==> src/rtl/mem_pkg.sv <==
// Shared definitions for the MEM stage and the MEM/WB pipeline register.
//   mem_state_e       : MEM-stage access FSM state (IDLE=0, WAIT=1)
//   DATA_W_DEF        : default data/address width
//   REG_W_DEF         : default register-index width
//   BUBBLE_*          : control values loaded into MEM/WB when a bubble is inserted
package mem_pkg;

  localparam int unsigned DATA_W_DEF = 32;
  localparam int unsigned REG_W_DEF  = 5;

  typedef enum logic {
    IDLE = 1'b0,
    WAIT = 1'b1
  } mem_state_e;

  localparam logic BUBBLE_REG_WRITE  = 1'b0;
  localparam logic BUBBLE_MEM_TO_REG = 1'b0;

endpackage

==> src/rtl/mem_wb_reg.sv <==
// MEM/WB pipeline bundle register with bubble insertion.
// Loads the bundle every cycle; when bubble=1 the writeback controls are
// forced to their bubble values so the slot retires without side effects.
// Ports:
//   clk, rst_n            : clock, asynchronous active-low reset
//   bubble                : force writeback controls inactive this edge
//   *_d                   : bundle to be registered
//   *_q                   : registered bundle toward WB
module mem_wb_reg
  import mem_pkg::*;
#(
  parameter int unsigned DATA_W = DATA_W_DEF,
  parameter int unsigned REG_W  = REG_W_DEF
) (
  input  logic              clk,
  input  logic              rst_n,
  input  logic              bubble,
  input  logic [DATA_W-1:0] pc_next_d,
  input  logic [DATA_W-1:0] alu_result_d,
  input  logic [DATA_W-1:0] read_data_d,
  input  logic              mem_to_reg_d,
  input  logic              reg_write_d,
  input  logic [REG_W-1:0]  write_register_d,
  output logic [DATA_W-1:0] pc_next_q,
  output logic [DATA_W-1:0] alu_result_q,
  output logic [DATA_W-1:0] read_data_q,
  output logic              mem_to_reg_q,
  output logic              reg_write_q,
  output logic [REG_W-1:0]  write_register_q
);

  always_ff @(posedge clk or negedge rst_n) begin
    if (!rst_n) begin
      pc_next_q        <= '0;
      alu_result_q     <= '0;
      read_data_q      <= '0;
      mem_to_reg_q     <= 1'b0;
      reg_write_q      <= 1'b0;
      write_register_q <= '0;
    end else begin
      pc_next_q        <= pc_next_d;
      alu_result_q     <= alu_result_d;
      read_data_q      <= read_data_d;
      write_register_q <= write_register_d;
      if (bubble) begin
        mem_to_reg_q <= BUBBLE_MEM_TO_REG;
        reg_write_q  <= BUBBLE_REG_WRITE;
      end else begin
        mem_to_reg_q <= mem_to_reg_d;
        reg_write_q  <= reg_write_d;
      end
    end
  end

endmodule

==> src/rtl/mem_stage_ctrl.sv <==
// MEM stage of the 5-stage MIPS pipeline.
// Issues data-memory accesses over a req/ack handshake, stalls upstream while
// an access is outstanding (bounded by MAX_WAIT), resolves branch/jump
// redirect and registers the MEM/WB bundle.
// Ports:
//   clk, rst_n                 : clock, asynchronous active-low reset
//   *_MEM inputs               : EX/MEM bundle (address, store data, controls)
//   dmem_req/we/addr/wdata     : registered memory request
//   dmem_ack/rdata             : memory completion pulse and read data
//   stall_MEM                  : freeze PC, IF/ID, ID/EX, EX/MEM
//   PCSrc_MEM                  : take redirect this cycle
//   *_WB outputs               : registered MEM/WB bundle
//   mem_err                    : sticky error (read+write together, or timeout)
module mem_stage_ctrl
  import mem_pkg::*;
#(
  parameter int unsigned DATA_W   = DATA_W_DEF,
  parameter int unsigned REG_W    = REG_W_DEF,
  parameter int unsigned MAX_WAIT = 15
) (
  input  logic              clk,
  input  logic              rst_n,
  input  logic [DATA_W-1:0] PC_next_MEM,
  input  logic [DATA_W-1:0] ALU_result_MEM,
  input  logic [DATA_W-1:0] Read_Data_2_MEM,
  input  logic              Branch_MEM,
  input  logic              Jump_MEM,
  input  logic              Zero_MEM,
  input  logic              MemRead_MEM,
  input  logic              MemWrite_MEM,
  input  logic              MemToReg_MEM,
  input  logic              RegWrite_MEM,
  input  logic [REG_W-1:0]  Write_register_MEM,
  output logic              dmem_req,
  output logic              dmem_we,
  output logic [DATA_W-1:0] dmem_addr,
  output logic [DATA_W-1:0] dmem_wdata,
  input  logic              dmem_ack,
  input  logic [DATA_W-1:0] dmem_rdata,
  output logic              stall_MEM,
  output logic              PCSrc_MEM,
  output logic [DATA_W-1:0] PC_next_WB,
  output logic [DATA_W-1:0] ALU_result_WB,
  output logic [DATA_W-1:0] Read_data_WB,
  output logic              MemToReg_WB,
  output logic              RegWrite_WB,
  output logic [REG_W-1:0]  Write_register_WB,
  output logic              mem_err
);

  localparam int unsigned      CNT_W   = $clog2(MAX_WAIT + 1);
  localparam logic [CNT_W-1:0] CNT_MAX = CNT_W'(MAX_WAIT);

  mem_state_e        state, state_next;
  logic [CNT_W-1:0]  wait_cnt;
  logic              access;
  logic              issue;
  logic              finish;
  logic              timeout;
  logic              timeout_err;
  logic              wb_bubble;
  logic [DATA_W-1:0] read_data_d;

  always_ff @(posedge clk or negedge rst_n) begin
    if (!rst_n) state <= IDLE;
    else        state <= state_next;
  end

  always_comb begin
    access      = MemRead_MEM | MemWrite_MEM;
    state_next  = state;
    issue       = 1'b0;
    finish      = 1'b0;
    timeout     = 1'b0;
    timeout_err = 1'b0;
    stall_MEM   = 1'b0;
    wb_bubble   = 1'b0;
    read_data_d = '0;
    case (state)
      IDLE: begin
        if (access) begin
          issue      = 1'b1;
          stall_MEM  = 1'b1;
          wb_bubble  = 1'b1;
          state_next = WAIT;
        end
      end
      WAIT: begin
        timeout = (wait_cnt == CNT_MAX);
        if (dmem_ack || timeout) begin
          finish     = 1'b1;
          state_next = IDLE;
          // An ack landing on the timeout cycle still counts as a completion.
          timeout_err = timeout & ~dmem_ack;
          if (dmem_ack && !dmem_we) read_data_d = dmem_rdata;
        end else begin
          stall_MEM = 1'b1;
          wb_bubble = 1'b1;
        end
      end
      default: state_next = IDLE;
    endcase
    PCSrc_MEM = ((Branch_MEM & Zero_MEM) | Jump_MEM) & ~stall_MEM;
  end

  always_ff @(posedge clk or negedge rst_n) begin
    if (!rst_n) begin
      dmem_req   <= 1'b0;
      dmem_we    <= 1'b0;
      dmem_addr  <= '0;
      dmem_wdata <= '0;
      wait_cnt   <= '0;
      mem_err    <= 1'b0;
    end else if (issue) begin
      dmem_req   <= 1'b1;
      dmem_we    <= MemWrite_MEM;
      dmem_addr  <= ALU_result_MEM;
      dmem_wdata <= Read_Data_2_MEM;
      wait_cnt   <= '0;
      if (MemRead_MEM && MemWrite_MEM) mem_err <= 1'b1;
    end else if (finish) begin
      dmem_req <= 1'b0;
      if (timeout_err) mem_err <= 1'b1;
    end else if (state == WAIT) begin
      wait_cnt <= wait_cnt + CNT_W'(1);
    end
  end

  mem_wb_reg #(
    .DATA_W (DATA_W),
    .REG_W  (REG_W)
  ) u_mem_wb_reg (
    .clk              (clk),
    .rst_n            (rst_n),
    .bubble           (wb_bubble),
    .pc_next_d        (PC_next_MEM),
    .alu_result_d     (ALU_result_MEM),
    .read_data_d      (read_data_d),
    .mem_to_reg_d     (MemToReg_MEM),
    .reg_write_d      (RegWrite_MEM),
    .write_register_d (Write_register_MEM),
    .pc_next_q        (PC_next_WB),
    .alu_result_q     (ALU_result_WB),
    .read_data_q      (Read_data_WB),
    .mem_to_reg_q     (MemToReg_WB),
    .reg_write_q      (RegWrite_WB),
    .write_register_q (Write_register_WB)
  );

endmodule

==> config.mk <==
export PLATFORM = sky130hd
export DESIGN_NAME = mem_stage_ctrl
export DESIGN_NICKNAME = d
export VERILOG_FILES = /design/src/rtl/mem_pkg.sv /design/src/rtl/mem_wb_reg.sv /design/src/rtl/mem_stage_ctrl.sv
export SDC_FILE = /design/constraint.sdc
export NUM_CORES = 1
export LEC_CHECK = 0
export BUFFER_PORTS_ARGS = -buffer_cell sky130_fd_sc_hd__buf_2
export CAP_MARGIN = 20
export CORE_MARGIN = 10
export CORE_UTILIZATION = 44
export CTS_CLUSTER_DIAMETER = 30
export DETAILED_ROUTE_END_ITERATION = 6
export PLACE_DENSITY = 0.87
export SLEW_MARGIN = 5
export SYNTH_ARGS = -nofsm -noshare
export SYNTH_HDL_FRONTEND = slang
export SYNTH_HIERARCHICAL = 1
export SYNTH_SLANG_ARGS = --single-unit
==> constraint.sdc <==
create_clock -name clk -period 2.55 [get_ports clk]
set_clock_uncertainty 0.2 [all_clocks]
set_input_delay 0.765 -clock clk [delete_from_list [all_inputs] [get_ports clk]]
set_output_delay 0.765 -clock clk [all_outputs]
set_load 0.02 [all_outputs]
==> flow_summary.ini, run 1 <==
[run_status]
status = complete, but fails checks
violations = setup timing

[job]
maxCapViolations = 0

[placed_design]
hpwl_um = 13100
io_buffers = 314
pre_cts_slack_ps = 97.4
gp_congestion = 0.819
place_area_mm2 = 0.00753

[floorplan]
rows = 41
die_y_um = 134
die-area_mm2 = 0.0179
coreArea_mm2 = 0.0126
start_util_pct = 45.1
io_pins = 315
die_w_um = 134

[power_and_ir_drop]
ir_worst_vdd_mv = 0.571
p_leak_nw = 4.34
pwr-share-seq_pct = 41.5
internal_power_mw = 5.91
comb_power_share_pct = 26.4
swShare_pct = 30.4
clkPwrFrac_pct = 32.1
power_switching_mw = 2.58
cellPowerDensity_mw_per_mm2 = 1030

[worst_setup_path]
required_ps = 1590
r2r-end = dmem_addr[10]
crit_path_max_incr_delay_ps = 390
rr_worst_depth = 3
crit_type = reg -> out
rr_startpoint = state
cp.arrival_ps = 1600
critPathMaxFanout = 3
startpoint_type = register
path_cells = ha_2, and3_4, o21ai_4, nor2_2, buf_6
cp_slowest_cell = dfrtp_1
r2r_slack_ps = 780
end_kind = primary output

[clock_tree]
root_buffer = clkbuf_16
clkSinkCount = 175
clock_latency_ps = 410
postCtsHoldBufs = 0
htreeDepth = 4
cts_buffers = 17
cts_buffer_depth = 2
clkTransAtPathRegs_ps = 60
cts_tree = done

[routing]
routed_via_density = 4.64
ant_nets = 0
num_vias = 3881
wl_um = 16800
route.detailed.wl_per_inst_um = 20.1
drc = 0
drt_iter0_drc = 200
dr.pass1.iters = 4

[timing]
finalMaxSlewViolations = 0
hold_viol = 0
period_minus_slack_ps = 2560
setup_viol = 2
finalCritPeriodShare_pct = 100
slew_headroom_pct = 67.7
finalSetupTns_ps = -19.2
fin_ws_ps = -12.1
fmax_ghz = 0.390
rsz0062_at_grt = true
tightest_slew_ps = 484

[grt]
grt_max_degree = 67
grt.overflow.total = 0
track_usage_pct = 18.6
grt_pass1_wl_um = 25600
antenna_found_initial = 1
first_global_vias = 4475

[layout]
final_util_pct = 65.2
nets = 795
final_area_mm2 = 0.00822
drive_gt1_share_pct = 64.3
syn2layout_area_growth_pct = 44.5

[logic_synthesis]
synth_fp_nets = 459
synthCells = 315
yosysWarnings = 6
ys_ff_latch = 175
synth-seq-area-share_pct = 76.9
avgSynthCellArea_um2 = 18.1
synth_area_mm2 = 0.00569
synth_cell_types = 26

[worst_hold_path]
hold_path.class = in -> async
## area by class of cell
type                            instances  area (µm²)
Fill cell                             940        4400
Sequential cell                       175        4380
Timing Repair Buffer                  327        1730
Multi-Input combinational cell        128        1250
Clock buffer                           20         447
Tap cell                              172         215
Clock inverter                         12         184
Inverter                                2        7.51
Antenna cell                            1        2.50
## worst max-delay path by stage
stage / startpoint / to / cells past startpoint
3_3_place_gp: dmem_ack / PCSrc_MEM / 5
5_1_grt: wait_cnt[0] / PCSrc_MEM / 5
3_5_place_dp: dmem_ack / PCSrc_MEM / 5
4_1_cts: wait_cnt[1] / PCSrc_MEM / 5
6_report: wait_cnt[0] / PCSrc_MEM / 5
2_1_floorplan: MemWrite_MEM / PCSrc_MEM / 4
## cell usage after synthesis (all sizes together)
master	number	area [µm²]
a211oi	1	7.51
a21oi	1	5.00
a311o	1	10.0
a41oi	1	8.76
and2	32	200
and3	1	6.26
buf	7	60.1
clkbuf	3	11.3
dfrtp	175	4380
ha	1	12.5
inv	2	7.51
mux2	65	841
nand2	2	7.51
nand2b	1	6.26
nand3	5	25.0
nor2	5	18.8
nor2b	3	18.8
nor3	2	10.0
o211ai	1	7.51
o21ai	3	15.0
o21bai	1	18.8
o22ai	1	6.26
xnor2	1	8.76
## repair_timing
item                       4_1_cts  5_1_grt
pin swaps                        3        2
buffers inserted                 3        1
resized for setup                4        3
setup endpoints to repair        2        2
gates cloned                     0        0
hold endpoints to repair         0        0
## layer usage
| metal | global-route usage [%] | vias up | wire (µm) |
|---|---|---|---|
| met3 | 8.38 | 24 | 1630 |
| li1 | - | 1723 | - |
| met4 | 6.47 | 0 | 272 |
| met1 | 18.3 | 1918 | 6030 |
| met5 | 0 | - | 0 |
| met2 | 33.6 | 216 | 8890 |
## power groups by stage
| stage | registers [mW] | clock network (mW) | logic, mW |
|---|---|---|---|
| floorplan | 4.16 | 0 | 0.717 |
| global placement | 3.53 | 0 | 2.16 |
| detailed placement | 3.57 | 0 | 2.22 |
| CTS | 3.52 | 2.76 | 2.28 |
| global route | 3.58 | 2.90 | 2.39 |
| finish | 3.52 | 2.73 | 2.25 |
## sequential cells by signal, indices dropped and copies added, names as in the netlist
name                           flops
u_mem_wb_reg/read_data_q          32
dmem_addr                         32
dmem_req                           1
u_mem_wb_reg/write_register_q      5
state                              1
u_mem_wb_reg/mem_to_reg_q          1
u_mem_wb_reg/reg_write_q           1
wait_cnt                           4
dmem_we                            1
dmem_wdata                        32
u_mem_wb_reg/pc_next_q            32
u_mem_wb_reg/alu_result_q         32
mem_err                            1
## cell families (layout without fill, tap and decap cells)
logic type	Yosys count	after routing	synth area share, %
adders and majority gates	1	1	0.220
buffers and inverters	12	361	1.38
other	0	1	0
muxes	65	65	14.8
AOI/OAI and AO/OA	10	10	1.38
and+or+nand+nor	51	51	5.14
DFF	175	175	76.9
xor gates and xnor gates	1	1	0.154
## through the flow
step	hold WS (ps)	power (mW)	instances
floorplan	265	4.87	315
global placement	283	5.68	799
detailed placement	287	5.79	800
CTS	93.5	8.56	835
global route	109	8.86	836
finish	86.8	8.49	837
## layout by cell type (no fill, tap or decap), types with 2 or more instances in the layout
cell       netlist  routed
o21ai_0          2       2
clkinv_2         0       2
nor2b_1          3       3
mux2_4          29      29
bufinv_16        0       4
clkinv_4         0       3
nand3_1          5       5
dfrtp_1        175     175
buf_6            4       2
buf_12           0       4
buf_4            0      10
buf_2            3     311
inv_1            2       2
nand2_1          2       2
and2_1          32      32
nor2_1           5       4
clkbuf_16        0      17
clkbuf_1         3       2
nor3_1           2       2
mux2_2          36      36
## critical path: cells and delay by family, from the launching register on
family | cells | cell delay [ps]
fa+ha+maj | 1 | 200
buf+inv | 1 | 130
simple gates | 2 | 260
flops | 1 | 390
compound gates | 1 | 210
(Power assumes the default switching activity.)
==> inputs of run 2 (changes only) <==
--- a/config.mk
+++ b/config.mk
@@ -12,6 +12,7 @@
 export CTS_CLUSTER_DIAMETER = 30
 export DETAILED_ROUTE_END_ITERATION = 6
 export PLACE_DENSITY = 0.87
+export SETUP_SLACK_MARGIN = 0.15
 export SLEW_MARGIN = 5
 export SYNTH_ARGS = -nofsm -noshare
 export SYNTH_HDL_FRONTEND = slang
==> constraint.sdc (replaced) <==
create_clock -name clk -period 2.9 [get_ports clk]
set_clock_uncertainty 0.2 [all_clocks]
set_input_delay 0.87 -clock clk [delete_from_list [all_inputs] [get_ports clk]]
set_output_delay 0.87 -clock clk [all_outputs]
set_load 0.02 [all_outputs]
==> run 2 against run 1 <==
Against the previous run:
- the run now ends clean
- combinational power is 13% lower
- design area is 0.90% lower
- largest cell class unchanged
- sequential share of layout area is 0.48 points higher
- global-route usage is 0.15 points lower
- first-iteration DRC count is 38% lower
- critical endpoint unchanged
- critical path depth stayed put
- register-to-register slack better by 330 ps
==> flow_summary.ini, run 2 (synthesis gave the netlist of run 1 again) <==
[run_status]
status = finished, final reports clean

[worst_setup_path]
critPathMaxFanout = 4
crit_type = reg -> out
cp.arrival_ps = 1600
cp_slowest_cell = dfrtp_1
crit_path_max_incr_delay_ps = 420
required_ps = 1830
path_cells = ha_4, and3_4, o21ai_4, nor2_1, buf_2
startpoint_type = register
end_kind = primary output

[timing]
slew_headroom_pct = 66.7
setup_viol = 0
period_minus_slack_ps = 2670
finalSetupTns_ps = 0
worst_hold_slack_ps = 213
finalMaxSlewViolations = 0
hold_viol = 0
tightest_slew_ps = 499
finalCritPeriodShare_pct = 92.1
rsz0062_at_grt = false
fmax_ghz = 0.374

[floorplan]
die_y_um = 134
die-area_mm2 = 0.0179
io_pins = 315
rows = 41
coreArea_mm2 = 0.0126
die_w_um = 134
start_util_pct = 45.1

[clock_tree]
clock_latency_ps = 410
clkTransAtPathRegs_ps = 60
clkSinkCount = 175
cts_tree = done
htreeDepth = 4
cts_buffers = 17
root_buffer = clkbuf_16
cts_buffer_depth = 2

[placed_design]
hpwl_um = 13100
io_buffers = 314
placedCellCount = 798
gp_congestion = 0.816

[layout]
syn2layout_area_growth_pct = 43.2
fin_cells = 834
drive_gt1_share_pct = 64.4
nets = 792
multiInputGateArea_mm2 = 0.00126
final_common_cell = buf_2
layout_common_cells = buf_2 (313), dfrtp_1 (175), mux2_2 (36), and2_1 (32), mux2_4 (29)
regArea_mm2 = 0.00438
n_fill_cell = 948

[routing]
drt_iter0_drc = 125
routed_via_density = 4.60
ant_nets = 0
drc = 0
wl_um = 16500
num_vias = 3840
route.detailed.wl_per_inst_um = 19.8
dr.pass1.iters = 5

[grt]
grt.overflow.total = 0
grt_max_degree = 67
grt_pass1_wl_um = 25500
first_global_vias = 4555
track_usage_pct = 18.4
antenna_found_initial = 1

[worst_hold_path]
hold_path.class = in -> async

[power_and_ir_drop]
p_leak_nw = 4.30
ir_worst_vdd_mv = 0.526
cellPowerDensity_mw_per_mm2 = 888

[job]
maxCapViolations = 0
-- run 2: per-stage QoR --
stage / setup slack (ps) / utilization [%] / area [µm²] / power (mW)
finish: 228 / 64.6 / 8150 / 7.24
global route: 153 / 64.6 / 8150 / 7.57
CTS: 155 / 64.3 / 8120 / 7.30
detailed placement: 177 / 59.6 / 7520 / 5.08
global placement: 192 / 59.5 / 7510 / 4.99
floorplan: 188 / - / 5700 / 4.28
-- run 2: timing repair --
item | CTS | global route
hold buffers | 0 | 0
pin swaps | 1 | 1
buffers inserted | 2 | 1
endpoints found under the setup margin | 2 | 2
gates resized for setup | 1 | 4
-- run 2: worst paths after layout --
check	slack [ps]	start	end	cells after the start
setup / recovery	230	wait_cnt[1]	PCSrc_MEM	5
max in group asynchronous	1630	rst_n	dmem_addr[27]	2
min in group clk	300	dmem_addr[17]	dmem_addr[17]	1
setup reg to reg	1110	state	dmem_wdata[26]	3
hold reg to reg	300	dmem_addr[17]	dmem_addr[17]	1
hold / removal	210	rst_n	dmem_wdata[9]	1
-- run 2: critical path, delay by kind of cell (launching register included) --
kind	cells	cell delay, ps
simple gates	2	260
flops	1	420
fa+ha+maj	1	190
compound gates	1	170
buf+inv	1	150
-- run 2: per-layer routing --
| layer | GRT usage [%] | routed length, µm | up-vias |
|---|---|---|---|
| li1 | - | - | 1713 |
| met2 | 32.7 | 8850 | 202 |
| met3 | 10.4 | 1980 | 16 |
| met5 | 0 | 0 | - |
| met4 | 5.32 | 184 | 0 |
| met1 | 17.8 | 5520 | 1909 |
-- run 2: power by group --
group,switching [mW],total (mW),leakage (nW),internal [mW]
registers,0.226,3.10,2.11,2.88
clock network,0.928,2.18,0.279,1.25
logic,1.12,1.96,1.91,0.839
-- run 2: cell type report --
type                            count  share of cell area (%)
Antenna cell                        1                  0.0307
Clock inverter                     12                    1.32
Tap cell                          172                    2.64
Timing Repair Buffer              324                    20.9
Clock buffer                       20                    5.73
Sequential cell                   175                    53.7
Multi-Input combinational cell    128                    15.5
Inverter                            2                  0.0921
==> inputs of run 3 (changes only) <==
--- a/config.mk
+++ b/config.mk
@@ -5,6 +5,7 @@
 export SDC_FILE = /design/constraint.sdc
 export NUM_CORES = 1
 export LEC_CHECK = 0
+export ABC_AREA = 1
 export BUFFER_PORTS_ARGS = -buffer_cell sky130_fd_sc_hd__buf_2
 export CAP_MARGIN = 20
 export CORE_MARGIN = 10
==> run 3 against run 2 <==
Against the previous run:
- synthesized cell count increased by 56%
- design area is 0.69% lower
- count of clock-buffer cells in the layout fell by 2
- wire length increased by 3.6%
- clock power increased by 3%
- sequential share of layout area increased by 0.37 points
- core utilization down 0.71 points
- maximum frequency rose by 2.1%
- synthesized area grew 0.57%
- setup slack improved by 54 ps
- die area grew 0.49%
- non-clock buffer count up 1
- largest cell class unchanged
- largest power group unchanged
==> flow_summary.ini, run 3 <==
[run_status]
status = finished, final reports clean

[power_and_ir_drop]
cellPowerDensity_mw_per_mm2 = 887
swShare_pct = 33.7
comb_power_share_pct = 25.6
ir_worst_vdd_mv = 0.511
clkPwrFrac_pct = 31.4
internal_power_mw = 4.76
power_switching_mw = 2.42
p_leak_nw = 4.74
p_total_mw = 7.18
pwr-share-seq_pct = 43.0

[floorplan]
die-area_mm2 = 0.0180
die_w_um = 134
coreArea_mm2 = 0.0127
start_util_pct = 45.2
io_pins = 315
die_y_um = 134
rows = 41

[logic_synthesis]
synth_cell_types = 19
synth_most_common_cell = nand2_1
synthCells = 491
yosysTopAreaCellShare_pct = 76.5
ys_ff_latch = 175
synth-async-reset-ratio_pct = 100
yosys-top-cells-count = nand2_1 (194), dfrtp_1 (175), inv_1 (36), nor2_1 (36), nand2_2 (13)
yosys-top-cells-area = dfrtp_1 (77%), nand2_1 (13%), inv_1 (2.4%), nor2_1 (2.4%), nand2_2 (1.4%)
synth_edf_count = 0
avgSynthCellArea_um2 = 11.7
synthFlopType = dfrtp_1
synth_area_mm2 = 0.00572
synth-seq-area-share_pct = 76.5
yosysWarnings = 6
synth_fp_nets = 635
synth_top_area_cell = dfrtp_1

[timing]
finalMaxSlewViolations = 0
finalCritPeriodShare_pct = 90.3
tightest_slew_ps = 799
fin_ws_ps = 282
fmax_ghz = 0.382
setup_viol = 0
worst_hold_slack_ps = 205
slew_headroom_pct = 46.7
period_minus_slack_ps = 2620
rsz0062_at_grt = false
finalSetupTns_ps = 0
hold_viol = 0

[worst_setup_path]
crit_type = reg -> out
startpoint_type = register
critPathMaxFanout = 7
cp.arrival_ps = 1550
end_kind = primary output
r2r-end = dmem_wdata[0]
rr_startpoint = state
required_ps = 1830
r2r_slack_ps = 870
rr_worst_depth = 7

[placed_design]
io_buffers = 314
gp_congestion = 0.809
hpwl_um = 13400
pre_cts_slack_ps = 221
place_area_mm2 = 0.00747

[grt]
grt_pass1_wl_um = 26400
grt_max_degree = 71
antenna_found_initial = 0
grt.overflow.total = 0
track_usage_pct = 18.9
first_global_vias = 4794

[routing]
drc = 0
num_vias = 4436
routed_via_density = 4.42
wl_um = 17100
dr.pass1.iters = 4
ant_nets = 0
drt_iter0_drc = 201
route.detailed.wl_per_inst_um = 17.1

[layout]
nets = 963
drive_gt1_share_pct = 45.3
syn2layout_area_growth_pct = 41.4
final_area_mm2 = 0.00809
antenna_cells = 0
final_common_cell = buf_2
layout_common_cells = buf_2 (312), nand2_1 (194), dfrtp_1 (175), inv_1 (36), nor2_1 (36)
n_fill_cell = 990

[clock_tree]
clock_latency_ps = 420
cts_buffer_depth = 2
cts_buffers = 17
clkSinkCount = 175
clkTransAtPathRegs_ps = 70
cts_tree = done
htreeDepth = 4
root_buffer = clkbuf_16

[job]
maxCapViolations = 0

[worst_hold_path]
hold_path.class = in -> async
[run 3: changes by cell type after synthesis, moves of 5 or more]
cell / change
nand2_1: +192
inv_1: +34
mux2_4: -29
and2_1: -32
nor2_1: +31
nand2_2: +13
buf_2: +5
mux2_2: -36
[run 3: cell type report]
type / count / area (µm²) / area share (%)
Clock buffer: 18 / 439 / 5.43
Multi-Input combinational cell: 259 / 1060 / 13.1
Tap cell: 172 / 215 / 2.66
Clock inverter: 14 / 154 / 1.90
Timing Repair Buffer: 325 / 1690 / 20.9
Inverter: 41 / 156 / 1.93
Sequential cell: 175 / 4380 / 54.1
[run 3: power groups by stage]
stage | clock (mW) | sequential [mW] | combinational [mW]
6_report | 2.25 | 3.09 | 1.84
5_1_grt | 2.43 | 3.13 | 2.01
4_1_cts | 2.30 | 3.09 | 1.86
3_5_place_dp | 0 | 3.12 | 1.85
3_3_place_gp | 0 | 3.10 | 1.80
2_1_floorplan | 0 | 3.65 | 0.540
[run 3: worst max-delay path by stage]
stage / startpoint / endpoint / slack [ps] / cells after the start
2_1_floorplan: MemWrite_MEM / PCSrc_MEM / 290 / 5
3_3_place_gp: MemWrite_MEM / dmem_wdata[8] / 280 / 9
3_5_place_dp: MemWrite_MEM / dmem_wdata[0] / 220 / 9
4_1_cts: wait_cnt[0] / PCSrc_MEM / 160 / 6
5_1_grt: wait_cnt[0] / PCSrc_MEM / 180 / 6
6_report: wait_cnt[0] / PCSrc_MEM / 280 / 6
[run 3: cell families after synthesis]
logic type / Yosys count / share of synthesized area, %
and+or+nand+nor: 253 / 17.6
DFF: 175 / 76.5
buffers and inverters: 57 / 5.07
AOI/OAI and AO/OA: 3 / 0.262
xor gates and xnor gates: 1 / 0.153
muxes: 1 / 0.175
adders and majority gates: 1 / 0.219
[run 3: what timing repair did]
item	4_1_cts	5_1_grt
buffers inserted	0	3
setup endpoints to repair	0	2
hold buffers	0	0
resized for setup	0	3
[run 3: layer usage]
metal / share of wire, % / track usage (%) / up-vias
met5: 0 / 0 / -
met4: 1.5 / 6.71 / 0
met3: 9.6 / 7.95 / 17
met2: 54 / 34.0 / 203
met1: 35 / 19.3 / 2100
li1: - / - / 2116
[run 3: stage by stage]
stage / util (%) / instances
6_report: 63.9 / 1004
5_1_grt: 63.9 / 1004
3_5_place_dp: 58.9 / 969
3_3_place_gp: 58.9 / 969
2_1_floorplan: - / 491
4_1_cts: 63.6 / 1001
[run 3: critical path: stages (launching register included)]
cell and delay [ps]:
dfrtp_1 390, ha_2 220, nand3_1 100, nand2_2 110, nand2_4 80, nor2_1 90, buf_4 140
